File: config.mk
export PLATFORM = sky130hd
export DESIGN_NAME = muldiv_sequencer
export DESIGN_NICKNAME = d
export VERILOG_FILES = /design/src/rtl/muldiv_sequencer.sv
export SDC_FILE = /design/constraint.sdc
export NUM_CORES = 1
export LEC_CHECK = 0
export CORE_MARGIN = 1
export CORE_UTILIZATION = 45
export DETAILED_ROUTE_END_ITERATION = 10
export GPL_TIMING_DRIVEN = 1
export PLACE_DENSITY = 0.77
export SLEW_MARGIN = 10
export SYNTH_ARGS = -nofsm -noshare
export SYNTH_HDL_FRONTEND = slang
export SYNTH_SLANG_ARGS = --single-unit
File: constraint.sdc
create_clock -name clk -period 3.87 [get_ports clk]
set_input_delay 1.161 -clock clk [delete_from_list [all_inputs] [get_ports clk]]
set_output_delay 1.161 -clock clk [all_outputs]
set_load 0.005 [all_outputs]
File: src/rtl/muldiv_sequencer.sv
// Multi-cycle 32x32 shift-add multiply and 32/32 restoring divide that borrows an external ALU.
// Define SIGNED_MULDIV_EN to add op_signed and the PRE_A/PRE_B/POST_1..3 sign fix-up states.
`ifndef ADDU
`define ADDU 4'd0
`endif
`ifndef SUBU
`define SUBU 4'd1
`endif
`ifndef NEG
`define NEG 4'd2
`endif
`ifndef NOT
`define NOT 4'd3
`endif

module muldiv_sequencer #(
  parameter int unsigned XLEN  = 32,
  parameter int unsigned CNT_W = 5
) (
  input  logic            clk,
  input  logic            rst,
  input  logic            start,
  input  logic            op_div,
`ifdef SIGNED_MULDIV_EN
  input  logic            op_signed,
`endif
  input  logic [XLEN-1:0] a_in,
  input  logic [XLEN-1:0] b_in,
  output logic            busy,
  output logic            done,
  output logic            div_by_zero,
  output logic [XLEN-1:0] hi,
  output logic [XLEN-1:0] lo,
  output logic [XLEN-1:0] alu_a,
  output logic [XLEN-1:0] alu_b,
  output logic [3:0]      alu_op,
  input  logic [XLEN-1:0] alu_out,
  input  logic            alu_zero,
  input  logic            alu_overflow,
  input  logic            alu_negative
);
  localparam logic [CNT_W-1:0] CNT_LAST = CNT_W'(XLEN - 1);

  typedef enum logic [3:0] {
    S_IDLE, S_RUN, S_FIN
`ifdef SIGNED_MULDIV_EN
    , S_PRE_A, S_PRE_B, S_POST_1, S_POST_2, S_POST_3
`endif
  } state_t;

  state_t            state, state_nx;
  logic [CNT_W-1:0]  cnt;
  logic              div_q, dz;
  logic [XLEN-1:0]   mcand, ph, pl;
  logic [XLEN-1:0]   mcand_nx, ph_nx, pl_nx, rem_sh;
  logic              msb, last, start_dz;
  logic              unused_zero;
`ifdef SIGNED_MULDIV_EN
  logic              sgn, sa, sb, carry, neg_res;
  assign neg_res = sa ^ sb;
`endif

  assign start_dz    = op_div && (b_in == '0);
  assign last        = (cnt == CNT_LAST);
  assign msb         = ph[XLEN-1];
  assign rem_sh      = {ph[XLEN-2:0], pl[XLEN-1]};
  assign unused_zero = alu_zero;

  // State register
  always_ff @(posedge clk) begin
    if (rst) state <= S_IDLE;
    else     state <= state_nx;
  end

  // Next-state logic
  always_comb begin
    state_nx = state;
    unique case (state)
      S_IDLE: begin
        if (start) state_nx = S_RUN;
`ifdef SIGNED_MULDIV_EN
        if (start && op_signed && !start_dz) state_nx = S_PRE_A;
`endif
      end
      S_RUN: begin
        if (last) state_nx = S_FIN;
`ifdef SIGNED_MULDIV_EN
        if (last && sgn && !dz) state_nx = S_POST_1;
`endif
      end
      S_FIN:    state_nx = S_IDLE;
`ifdef SIGNED_MULDIV_EN
      S_PRE_A:  state_nx = S_PRE_B;
      S_PRE_B:  state_nx = S_RUN;
      S_POST_1: state_nx = S_POST_2;
      S_POST_2: state_nx = S_POST_3;
      S_POST_3: state_nx = S_FIN;
`endif
      default:  state_nx = S_IDLE;
    endcase
  end

  // ALU request: operands and opcode presented for the current state
  always_comb begin
    alu_op = `ADDU;
    alu_a  = '0;
    alu_b  = '0;
    case (state)
      S_RUN: begin
        if (!dz && div_q) begin
          alu_op = `SUBU;
          alu_a  = rem_sh;
          alu_b  = mcand;
        end else if (!dz) begin
          alu_a  = ph;
          alu_b  = mcand;
        end
      end
`ifdef SIGNED_MULDIV_EN
      S_PRE_A: begin
        alu_op = `NEG;
        alu_a  = div_q ? pl : mcand;
      end
      S_PRE_B: begin
        alu_op = `NEG;
        alu_a  = div_q ? mcand : pl;
      end
      S_POST_1: begin
        alu_op = `NEG;
        alu_a  = pl;
      end
      S_POST_2: begin
        alu_op = div_q ? `NEG : `NOT;
        alu_a  = ph;
      end
      S_POST_3: begin
        if (!div_q) begin
          alu_a = ph;
          alu_b = XLEN'(carry);
        end
      end
`endif
      default: ;
    endcase
  end

  // Datapath next values; a divide-by-zero request idles through its single RUN cycle
  always_comb begin
    mcand_nx = mcand;
    ph_nx    = ph;
    pl_nx    = pl;
    case (state)
      S_RUN: begin
        if (!dz && div_q) begin
          if (msb || !alu_negative) begin
            ph_nx = alu_out;
            pl_nx = {pl[XLEN-2:0], 1'b1};
          end else begin
            ph_nx = rem_sh;
            pl_nx = {pl[XLEN-2:0], 1'b0};
          end
        end else if (!dz) begin
          if (pl[0]) {ph_nx, pl_nx} = {alu_overflow, alu_out, pl[XLEN-1:1]};
          else       {ph_nx, pl_nx} = {1'b0, ph, pl[XLEN-1:1]};
        end
      end
`ifdef SIGNED_MULDIV_EN
      S_PRE_A: begin
        if (sa && div_q) pl_nx    = alu_out;
        if (sa && !div_q) mcand_nx = alu_out;
      end
      S_PRE_B: begin
        if (sb && div_q) mcand_nx = alu_out;
        if (sb && !div_q) pl_nx    = alu_out;
      end
      S_POST_1: if (neg_res) pl_nx = alu_out;
      S_POST_2: if (div_q ? sa : neg_res) ph_nx = alu_out;
      S_POST_3: if (!div_q && neg_res) ph_nx = alu_out;
`endif
      default: ;
    endcase
  end

  // Operand latch, iteration counter and registered results
  always_ff @(posedge clk) begin
    if (rst) begin
      cnt         <= '0;
      div_q       <= 1'b0;
      dz          <= 1'b0;
      mcand       <= '0;
      ph          <= '0;
      pl          <= '0;
      busy        <= 1'b0;
      done        <= 1'b0;
      div_by_zero <= 1'b0;
      hi          <= '0;
      lo          <= '0;
`ifdef SIGNED_MULDIV_EN
      sgn         <= 1'b0;
      sa          <= 1'b0;
      sb          <= 1'b0;
      carry       <= 1'b0;
`endif
    end else begin
      mcand <= mcand_nx;
      ph    <= ph_nx;
      pl    <= pl_nx;
      done  <= 1'b0;
      if (state == S_RUN) cnt <= cnt + CNT_W'(1);
      if (state == S_IDLE && start) begin
        busy  <= 1'b1;
        div_q <= op_div;
        dz    <= start_dz;
        if (start_dz) begin
          cnt <= CNT_LAST;
          ph  <= a_in;
          pl  <= '1;
        end else begin
          cnt   <= '0;
          ph    <= '0;
          pl    <= op_div ? a_in : b_in;
          mcand <= op_div ? b_in : a_in;
        end
`ifdef SIGNED_MULDIV_EN
        sgn   <= op_signed;
        sa    <= a_in[XLEN-1];
        sb    <= b_in[XLEN-1];
        carry <= 1'b0;
`endif
      end
`ifdef SIGNED_MULDIV_EN
      if (state == S_POST_1) carry <= alu_zero;
`endif
      if (state_nx == S_FIN) begin
        busy        <= 1'b0;
        done        <= 1'b1;
        hi          <= ph_nx;
        lo          <= pl_nx;
        div_by_zero <= dz;
      end
    end
  end

endmodule

Yosys cells after proc, flatten, opt, wreduce, memory -nomap -nowiden
Index checks and enable logic that the tools add are counted.

Input bits: 103. Logic and storage cells: 59. Flip-flop bits (word level): 174.

Reductions and logical operators: 11. Multiplexer cells: 31. Eq/ne operators: 3. Bitwise logic cells: 1. Add/subtract/negate cells: 1.

Operator list (number): $mux 32 (21); $logic_not 32->1 (1); $mux 5 (3); $mux 4 (2); $pmux 4 s2 (1); $add 5x1->5 const B (1); $eq 5x5->1 const B (1); $eq 4x1->1 const B (1); $eq 4x2->1 const B (1); $logic_not 4->1 (1); $mux 1 (4); $logic_and 1x1->1 (3); $logic_not 1->1 (2); $reduce_and 2->1 (1); $reduce_bool 2->1 (1); $reduce_or 2->1 (1); $logic_or 1x1->1 (1); $not 1->1 (1).

Logic depth before layout (Yosys ltp)
Gate-level depths: netlist (run 1).

Word-level depth: 6. Mapped depth: 9. Mapped depth without buffers: 7.

Least setup slack after synthesis (run 1)
OpenSTA, ideal clock, no wires.

Kind: reg-to-output. Start: reg state[3]. End: out alu_a[10]. Slack: 1070 ps. Stages on the path, launching flop included: 8. Data arrival time: 1639 ps. Data required time: 2709 ps. Cells stage by stage: dfxtp_1 nor4b_4 nand2b_1 buf_2 buf_2 clkbuf_1 clkbuf_1 nor2_1.

Word-level cells in the longest chain between the ends: 2.

Ends and longest elaborated chain: start, declared (line 51) `state_t state, state_nx;`; start signal, assigned (line 72) `else state <= state_nx;`; $eq 4x1->1 (line 108) `case (state)`; $mux 32 (line 108); end, declared (line 34) `output logic [XLEN-1:0] alu_a,`.

No other way between the ends.

Worst setup path in the final report (run 1)
Start: reg state[3]. End: out alu_b[27].

Word-level cells in the longest chain between the ends: 2.

Ends and longest elaborated chain: $eq 4x1->1 (line 108); $mux 32 (line 108); end, declared (line 35) `output logic [XLEN-1:0] alu_b,`.

No other way between the ends.

==> flow_metrics.py, run 1 <==
metrics = {
    "outcome": {
        "status": "complete, no violations",
    },
    "timing": {
        "finalSetupViolations": 0,
        "setup-tns-final_ps": 0,
        "setup_slack_ps": 116.8,
        "relSlewSlack_pct": 50.64,
        "max_freq_ghz": 0.2664,
        "maxSlewViolCount": 0,
        "worst_slew_pin_slew_ps": 740.4,
        "fin_crit_sh_pct": 96.98,
        "rsz0062_at_grt": "no",
        "fin_skew_ps": 13.43,
        "hold_viol": 0,
        "fin_crit_ps": 3753,
    },
    "critical_path": {
        "r2r-end": "hi[0]$_SDFFE_PP0N_",
        "endpoint_kind": "primary output",
        "path_delay_family": "simple AND/OR/NAND/NOR gates",
        "rrSetupSlack_ps": 1310,
        "path_cells": "or4b_2 > nor2_4 > buf_12 > and2_1 > clkdlybuf4s50_1",
        "reg2regPathDepth": 5,
        "cp_slowest_cell": "or4b_2",
        "cp_max_fo": 32,
        "worstPathArrival_ps": 2590,
        "path_buf_inv": 2,
        "required_ps": 2710,
        "max_stage_delay_ps": 730,
        "r2r_start": "state[0]$_SDFF_PP0_",
        "start_kind": "flop",
        "critical_path_class": "reg -> out",
    },
    "yosys": {
        "postSynthCellCount": 1202,
        "yosys_warnings": 0,
        "ys_seq_area_share_pct": 33.12,
        "synth_top_cell_by_area": "dfxtp_1",
        "async_reset_ff_share_pct": 0,
        "syn-cell-area_mm2": 0.01052,
        "synth_top_area_share_pct": 33.12,
        "synth_edf_count": 0,
        "synthFlopType": "dfxtp_1",
        "yosysUniqueCellTypes": 51,
        "synth_seq_cells": 174,
        "synth_common_cells": "dfxtp_1, mux2i_1, clkbuf_1, o21ai_0, a211oi_1",
        "yosysMostFrequentCell": "dfxtp_1",
        "avgSynthCellArea_um2": 8.750,
        "ys_top_cells_by_area": "dfxtp_1, mux2i_1, a22o_1",
    },
    "grt": {
        "antenna_found_initial": 0,
        "met3_usage_pct": 5.432,
        "grt_max_degree": 68,
        "grt_pass1_wl_mm": 55.56,
        "grtUsageMet2_pct": 46.98,
        "use_met1_pct": 39.85,
        "grt_util_all_layers_pct": 29.54,
        "grt_overflow": 0,
        "busiest_layer": "met2",
        "first_global_vias": 9720,
    },
    "floorplan": {
        "core_mm2": 0.02278,
        "die_y_um": 154.9,
        "io_pins": 238,
        "die_w_um": 154.9,
        "std_cell_rows": 55,
        "start_util_pct": 46.17,
        "die-area_mm2": 0.02399,
    },
    "hold_path": {
        "hp-start": "lo[31]$_SDFFE_PP0N_",
        "hold_class": "reg -> reg",
        "holdPathEnd": "lo[31]$_SDFFE_PP0N_",
        "min_path_cells": 2,
    },
    "placement": {
        "dp_hpwl_mm": 24.74,
        "place_congestion": 0.9431,
        "port_buffers": 233,
        "pre_cts_ws_ps": 501.0,
    },
    "cts": {
        "clock-root-buffer": "clkbuf_16",
        "cts_max_path_buffers": 2,
        "cts-buffers-inserted": 17,
        "cts_hold_buf": 0,
        "cts.htree.levels": 4,
        "clk_latency_ps": 450,
        "cts_sinks": 174,
        "path_clk_slew_ps": 70,
        "cts_tree": "built",
    },
    "detailed_routing": {
        "wl_mm": 35.83,
        "num_vias": 10409,
        "route.detailed.drc": 0,
        "wire_per_inst_um": 21.41,
        "ant_nets": 0,
        "dr.first_iter.drc_count": 1035,
        "avgViaCountPerCell": 6.222,
        "drt-pass1-iter-count": 5,
    },
    "layout": {
        "final_util_pct": 59.56,
        "nNetsFinal": 1452,
        "drive_gt1_share_pct": 7.206,
        "area.growth.synth_to_final_pct": 28.99,
        "diodes": 0,
    },
    "power": {
        "vdd_drop_max_mv": 0.2751,
        "power_leakage_nw": 4.761,
        "p_per_area_mw_per_mm2": 299.7,
    },
    "run": {
        "cap_violations": 0,
    },
}
## cell usage in the layout (no fill, tap or decap), types with 29 or more instances in the layout
cell	n
nand3b_1	33
buf_4	34
mux2i_1	125
o211a_1	30
a211oi_1	69
and3b_1	31
clkdlybuf4s50_1	231
dfxtp_1	171
nand3_1	33
nor2b_1	65
and2_1	32
nor2_1	40
o31ai_1	32
o2bb2ai_1	31
a22o_1	62
nand2_1	29
nand4_1	33
o21ai_0	105
## kinds of logic (layout without fill, tap and decap cells)
logic type,Yosys count,in the layout,share of synthesized area [%]
simple gates,357,357,20.68
fa+ha+maj,2,2,0.2379
compound gates,388,388,27.79
mux,127,127,12.11
xor+xnor,2,2,0.1666
buf+inv,151,305,5.865
other cells,1,5,0.03565
flops,174,174,33.12
## cell type report
class | instances | area (um^2)
clock buffers | 19 | 464.2
repair buffers | 268 | 2628
multi-input cells | 881 | 6469
inverters | 5 | 18.77
clock inverters | 13 | 103.9
fillers | 1977 | 9211
flip-flops and latches | 174 | 3492
well taps | 313 | 391.6
## where the power goes
group	internal [mW]	total (mW)	switching, mW	leakage [nW]
Combinational	0.234	0.514	0.279	3.07
Sequential	1.83	1.87	0.0440	1.41
Clock	0.887	1.68	0.794	0.275
## metrics by stage
stage	hold WS (ps)	instance area (um^2)	power [mW]	instances
2_1_floorplan	448.7	10530	2.180	1206
3_3_place_gp	437.8	12990	2.405	1641
3_5_place_dp	446.7	12990	2.415	1641
4_1_cts	462.6	13560	4.064	1673
5_1_grt	503.3	13570	4.190	1673
6_report	462.4	13570	4.066	1673
## routing by layer
metal | vias up | part of all wire (%)
li1 | 4856 | -
met1 | 5044 | 44
met2 | 456 | 46
met3 | 53 | 7.2
met4 | 0 | 3.0
met5 | - | 0
## state kept, by name, indices dropped and copies added, names as in the netlist
name and count:
dz 1, hi 32, busy 1, div_by_zero 1
pl 32, state 4, ph 32, div_q 1
cnt 5, done 1, mcand 32, lo 32
## how the worst max path moves through the flow
stage                              from  cells past startpoint         to
CTS                 state[3]$_SDFF_PP0_                      5  alu_b[24]
floorplan           state[3]$_SDFF_PP0_                      7  alu_a[10]
detailed placement  state[3]$_SDFF_PP0_                      5  alu_b[12]
finish              state[3]$_SDFF_PP0_                      5  alu_b[27]
global placement    state[3]$_SDFF_PP0_                      5  alu_b[27]
global route        state[3]$_SDFF_PP0_                      5  alu_b[22]
## tightest hold or removal path, cell delays in order, from the launching register on
cell	delay, ps
dfxtp_1	330
nand2_1	50
o21ai_0	60
## timing repair
| item | 4_1_cts | 5_1_grt |
|---|---|---|
| setup buffers | 0 | 0 |
| gates resized for setup | 0 | 1 |
| endpoints found under the setup margin | 0 | 32 |
No activity file was read; power rests on OpenSTA's default activity.
==> run 2, diff against run 1 <==
--- a/config.mk
+++ b/config.mk
@@ -9,7 +9,7 @@
 export CORE_UTILIZATION = 45
 export DETAILED_ROUTE_END_ITERATION = 10
 export GPL_TIMING_DRIVEN = 1
-export PLACE_DENSITY = 0.77
+export PLACE_DENSITY = 0.76
 export SLEW_MARGIN = 10
 export SYNTH_ARGS = -nofsm -noshare
 export SYNTH_HDL_FRONTEND = slang
==> flow_metrics.py, run 2 (synthesis gave the netlist of run 1 again) <==
metrics = {
    "cts": {
        "cts_tree": "built",
        "post_cts_resized": 0,
        "clock-root-buffer": "clkbuf_16",
        "cts_sinks": 174,
        "cts.htree.levels": 4,
        "path_clk_slew_ps": 70,
        "cts_max_path_buffers": 2,
        "post_cts_buffers": 0,
        "cts-buffers-inserted": 17,
        "cts_hold_buf": 0,
        "clk_latency_ps": 440,
    },
    "hold_path": {
        "hold_class": "reg -> reg",
        "min_path_cells": 2,
    },
    "layout": {
        "area.growth.synth_to_final_pct": 29.70,
        "nNetsFinal": 1451,
        "diodes": 0,
        "fillers": 1982,
        "final_area_mm2": 0.01364,
        "layout_common_cells": "clkdlybuf4s50_1, dfxtp_1, mux2i_1, o21ai_0, a211oi_1",
        "mostFrequentLayoutCell": "clkdlybuf4s50_1",
        "drive_gt1_share_pct": 7.138,
        "final_util_pct": 59.89,
    },
    "detailed_routing": {
        "ant_nets": 0,
        "num_vias": 10527,
        "wire_per_inst_um": 21.16,
        "drt-pass1-iter-count": 5,
        "dr.first_iter.drc_count": 1045,
        "route.detailed.drc": 0,
        "wl_mm": 35.37,
        "avgViaCountPerCell": 6.296,
    },
    "power": {
        "vdd_drop_max_mv": 0.2384,
        "p_per_area_mw_per_mm2": 311.2,
        "total_power_mw": 4.245,
        "power_leakage_nw": 4.800,
    },
    "placement": {
        "pre_cts_ws_ps": 461.6,
        "dpl_cell_area_mm2": 0.01301,
        "port_buffers": 233,
        "place_congestion": 0.9173,
        "dp_hpwl_mm": 24.53,
    },
    "floorplan": {
        "die-area_mm2": 0.02399,
        "start_util_pct": 46.17,
        "die_y_um": 154.9,
        "std_cell_rows": 55,
        "core_mm2": 0.02278,
        "io_pins": 238,
        "die_w_um": 154.9,
    },
    "timing": {
        "fin_skew_ps": 7.011,
        "worst_slew_pin_slew_ps": 667.5,
        "setup_slack_ps": 114.7,
        "max_freq_ghz": 0.2663,
        "fin_crit_ps": 3755,
        "rsz0062_at_grt": "no",
        "finalSetupViolations": 0,
        "maxSlewViolCount": 0,
        "fin_crit_sh_pct": 97.04,
        "setup-tns-final_ps": 0,
        "hold_viol": 0,
        "relSlewSlack_pct": 55.50,
    },
    "critical_path": {
        "required_ps": 2710,
        "path_delay_family": "simple AND/OR/NAND/NOR gates",
        "cp_num_cells": 5,
        "worstPathArrival_ps": 2590,
        "start_kind": "flop",
        "path_cells": "or4b_2 > nor2_2 > buf_4 > and2_1 > clkdlybuf4s50_1",
        "max_stage_delay_ps": 640,
        "reg2regPathDepth": 6,
        "path_buf_inv": 2,
        "rrSetupSlack_ps": 1280,
        "cp_slowest_cell": "or4b_2",
        "endpoint_kind": "primary output",
        "cp_max_fo": 36,
        "critical_path_class": "reg -> out",
    },
    "grt": {
        "grt_util_all_layers_pct": 29.00,
        "grt_overflow": 0,
        "antenna_found_initial": 0,
        "grt_pass1_wl_mm": 54.47,
        "first_global_vias": 9753,
        "grt_max_degree": 69,
    },
    "outcome": {
        "status": "complete, no violations",
    },
    "run": {
        "cap_violations": 0,
    },
}
run 2: cell count changes in the layout (fill, tap and decap cells not counted), moves of 2 or more:
cell / delta
clkinv_4: -4
buf_4: -3
bufinv_16: +3
buf_12: +2
run 2: per-stage QoR:
step           hold WS [ps]  std cells
6_report              468.3       1672
5_1_grt               491.3       1672
4_1_cts               469.5       1672
3_5_place_dp          450.8       1640
3_3_place_gp          437.1       1640
2_1_floorplan         448.7       1206
run 2: power breakdown:
| part | leakage (nW) | internal [mW] | total, mW | switching, mW |
|---|---|---|---|---|
| Combinational | 3.08 | 0.237 | 0.524 | 0.287 |
| Sequential | 1.41 | 1.83 | 1.86 | 0.0358 |
| Clock | 0.308 | 1.09 | 1.86 | 0.764 |
| Total | 4.80 | 3.16 | 4.24 | 1.09 |
run 2: final cells by class:
class | instances | area (um^2) | share of cell area [%]
flip-flops and latches | 174 | 3490 | 25.58
inverters | 5 | 18.77 | 0.1376
repair buffers | 267 | 2645 | 19.39
clock inverters | 12 | 155.1 | 1.137
multi-input cells | 881 | 6464 | 47.38
well taps | 313 | 391.6 | 2.871
clock buffers | 20 | 478.0 | 3.504
run 2: worst paths after layout:
path	end	start
worst max-delay path	alu_b[28]	state[0]$_SDFF_PP0_
worst min-delay path	lo[31]$_SDFFE_PP0N_	lo[31]$_SDFFE_PP0N_
worst max register to register	hi[0]$_SDFFE_PP0N_	state[0]$_SDFF_PP0_
worst min register to register	lo[31]$_SDFFE_PP0N_	lo[31]$_SDFFE_PP0N_
run 2: tightest hold or removal path, stage by stage, from the launching register on:
cell     delay, ps
dfxtp_1        330
nand2_1         50
o21ai_0         60
run 2: metal layers:
| metal | track usage, % | vias to the layer above | share of wire, % |
|---|---|---|---|
| met4 | 13.39 | 0 | 3.8 |
| li1 | - | 4858 | - |
| met3 | 6.017 | 81 | 9.3 |
| met1 | 38.47 | 5037 | 42 |
| met5 | 0 | - | 0 |
| met2 | 45.15 | 551 | 45 |
==> run 3, diff against run 2 <==
==> constraint.sdc (replaced) <==
create_clock -name clk -period 3.87 [get_ports clk]
set_input_delay 0.5805 -clock clk [delete_from_list [all_inputs] [get_ports clk]]
set_output_delay 0.5805 -clock clk [all_outputs]
set_load 0.005 [all_outputs]
==> flow_metrics.py, run 3 (synthesis gave the netlist of run 1 again) <==
metrics = {
    "hold_path": {
        "hold_class": "reg -> reg",
        "min_path_cells": 2,
        "hp-start": "hi[31]$_SDFFE_PP0N_",
    },
    "power": {
        "power_leakage_nw": 4.745,
        "p_per_area_mw_per_mm2": 306.7,
        "vdd_drop_max_mv": 0.3039,
    },
    "placement": {
        "place_congestion": 0.9343,
        "pre_cts_ws_ps": 653.0,
        "port_buffers": 233,
        "place_inst": 1637,
        "dp_hpwl_mm": 24.62,
    },
    "floorplan": {
        "die_w_um": 154.9,
        "die_y_um": 154.9,
        "start_util_pct": 46.17,
        "std_cell_rows": 55,
        "io_pins": 238,
        "core_mm2": 0.02278,
        "die-area_mm2": 0.02399,
    },
    "cts": {
        "cts_sinks": 174,
        "post_cts_resized": 0,
        "cts_tree": "built",
        "cts_hold_buf": 0,
        "clk_latency_ps": 440,
        "path_clk_slew_ps": 70,
        "post_cts_buffers": 0,
        "cts.htree.levels": 4,
        "clock-root-buffer": "clkbuf_16",
        "cts-buffers-inserted": 17,
        "cts_max_path_buffers": 2,
    },
    "grt": {
        "grt_max_degree": 68,
        "antenna_found_initial": 0,
        "grt_overflow": 0,
        "grt_pass1_wl_mm": 55.81,
        "grt_util_all_layers_pct": 29.53,
        "first_global_vias": 9839,
    },
    "timing": {
        "worst_slew_pin_slew_ps": 769.1,
        "max_freq_ghz": 0.3129,
        "hold_viol": 0,
        "finalSetupViolations": 0,
        "fin_crit_sh_pct": 82.58,
        "fin_crit_ps": 3196,
        "fin_skew_ps": 16.02,
        "maxSlewViolCount": 0,
        "rsz0062_at_grt": "no",
        "relSlewSlack_pct": 48.25,
        "setup-tns-final_ps": 0,
        "setup_slack_ps": 674.3,
    },
    "critical_path": {
        "endpoint_kind": "primary output",
        "reg2regPathDepth": 8,
        "start_kind": "flop",
        "setup.worst_path.start": "state[0]$_SDFF_PP0_",
        "r2r_start": "cnt[0]$_SDFFE_PP0P_",
        "critical_path_class": "reg -> out",
        "worstPathArrival_ps": 2620,
        "required_ps": 3290,
        "cp_max_fo": 36,
    },
    "layout": {
        "seq_area_mm2": 0.003490,
        "fillers": 2001,
        "multi_input_area_mm2": 0.006464,
        "layoutNonFillerInstCount": 1670,
        "drive_gt1_share_pct": 6.858,
        "nNetsFinal": 1448,
        "area.growth.synth_to_final_pct": 28.81,
        "final_util_pct": 59.48,
        "mostFrequentLayoutCell": "clkdlybuf4s50_1",
        "layout_common_cells": "clkdlybuf4s50_1, dfxtp_1, mux2i_1, o21ai_0, a211oi_1",
    },
    "detailed_routing": {
        "met1_length_mm": 15.21,
        "route.detailed.drc": 0,
        "wl_met3_mm": 2.737,
        "wl_mm": 35.48,
        "drt-pass1-iter-count": 6,
        "dr.first_iter.drc_count": 1092,
        "avgViaCountPerCell": 6.277,
        "ant_nets": 0,
        "routed.top_layer": "met4",
        "routed-wl-met2_mm": 16.06,
        "num_vias": 10482,
        "wire_per_inst_um": 21.25,
    },
    "outcome": {
        "status": "complete, no violations",
    },
    "run": {
        "cap_violations": 0,
    },
}
[run 3: cell count changes in the layout (fill, tap and decap cells not counted), sizes merged]
cell	change
clkbuf	-1
bufinv	-1
clkinv	-3
inv	+3
clkinvlp	+2
buf	-3
diode	+1
[run 3: critical path, stage by stage (launching register included)]
cell and delay (ps):
dfxtp_1 410, or4b_2 640, nor2_2 110, buf_4 300, and2_1 190, clkdlybuf4s50_1 510
[run 3: routing by layer]
| layer | vias to the layer above | GRT usage (%) |
|---|---|---|
| li1 | 4845 | - |
| met4 | 0 | 13.30 |
| met1 | 5026 | 39.80 |
| met5 | - | 0 |
| met2 | 525 | 45.90 |
| met3 | 86 | 5.376 |
[run 3: cell type report]
cell class | instances | area share, %
multi-input cells | 881 | 47.71
diodes | 1 | 0.01847
repair buffers | 264 | 19.08
clock inverters | 13 | 1.136
inverters | 5 | 0.1385
well taps | 313 | 2.891
clock buffers | 19 | 3.269
flip-flops and latches | 174 | 25.76
[run 3: final timing paths]
check | to | slack [ps]
max reg2reg | hi[22]$_SDFFE_PP0N_ | 1370
max | alu_b[27] | 670
min | hi[31]$_SDFFE_PP0N_ | 450
min reg2reg | hi[31]$_SDFFE_PP0N_ | 450
[run 3: metrics by stage]
stage | power [mW] | hold slack, ps | area [um^2]
6_report | 4.155 | 453.7 | 13550
5_1_grt | 4.274 | 485.4 | 13550
4_1_cts | 4.146 | 455.0 | 13550
3_5_place_dp | 2.414 | 439.5 | 12950
3_3_place_gp | 2.405 | 436.8 | 12950
2_1_floorplan | 2.180 | 448.7 | 10530
[run 3: power by group]
part           leakage (nW)  total (mW)  internal (mW)  switching, mW
logic                  3.05       0.519          0.232          0.286
registers              1.41        1.87           1.83         0.0386
clock network         0.279        1.77          0.984          0.785
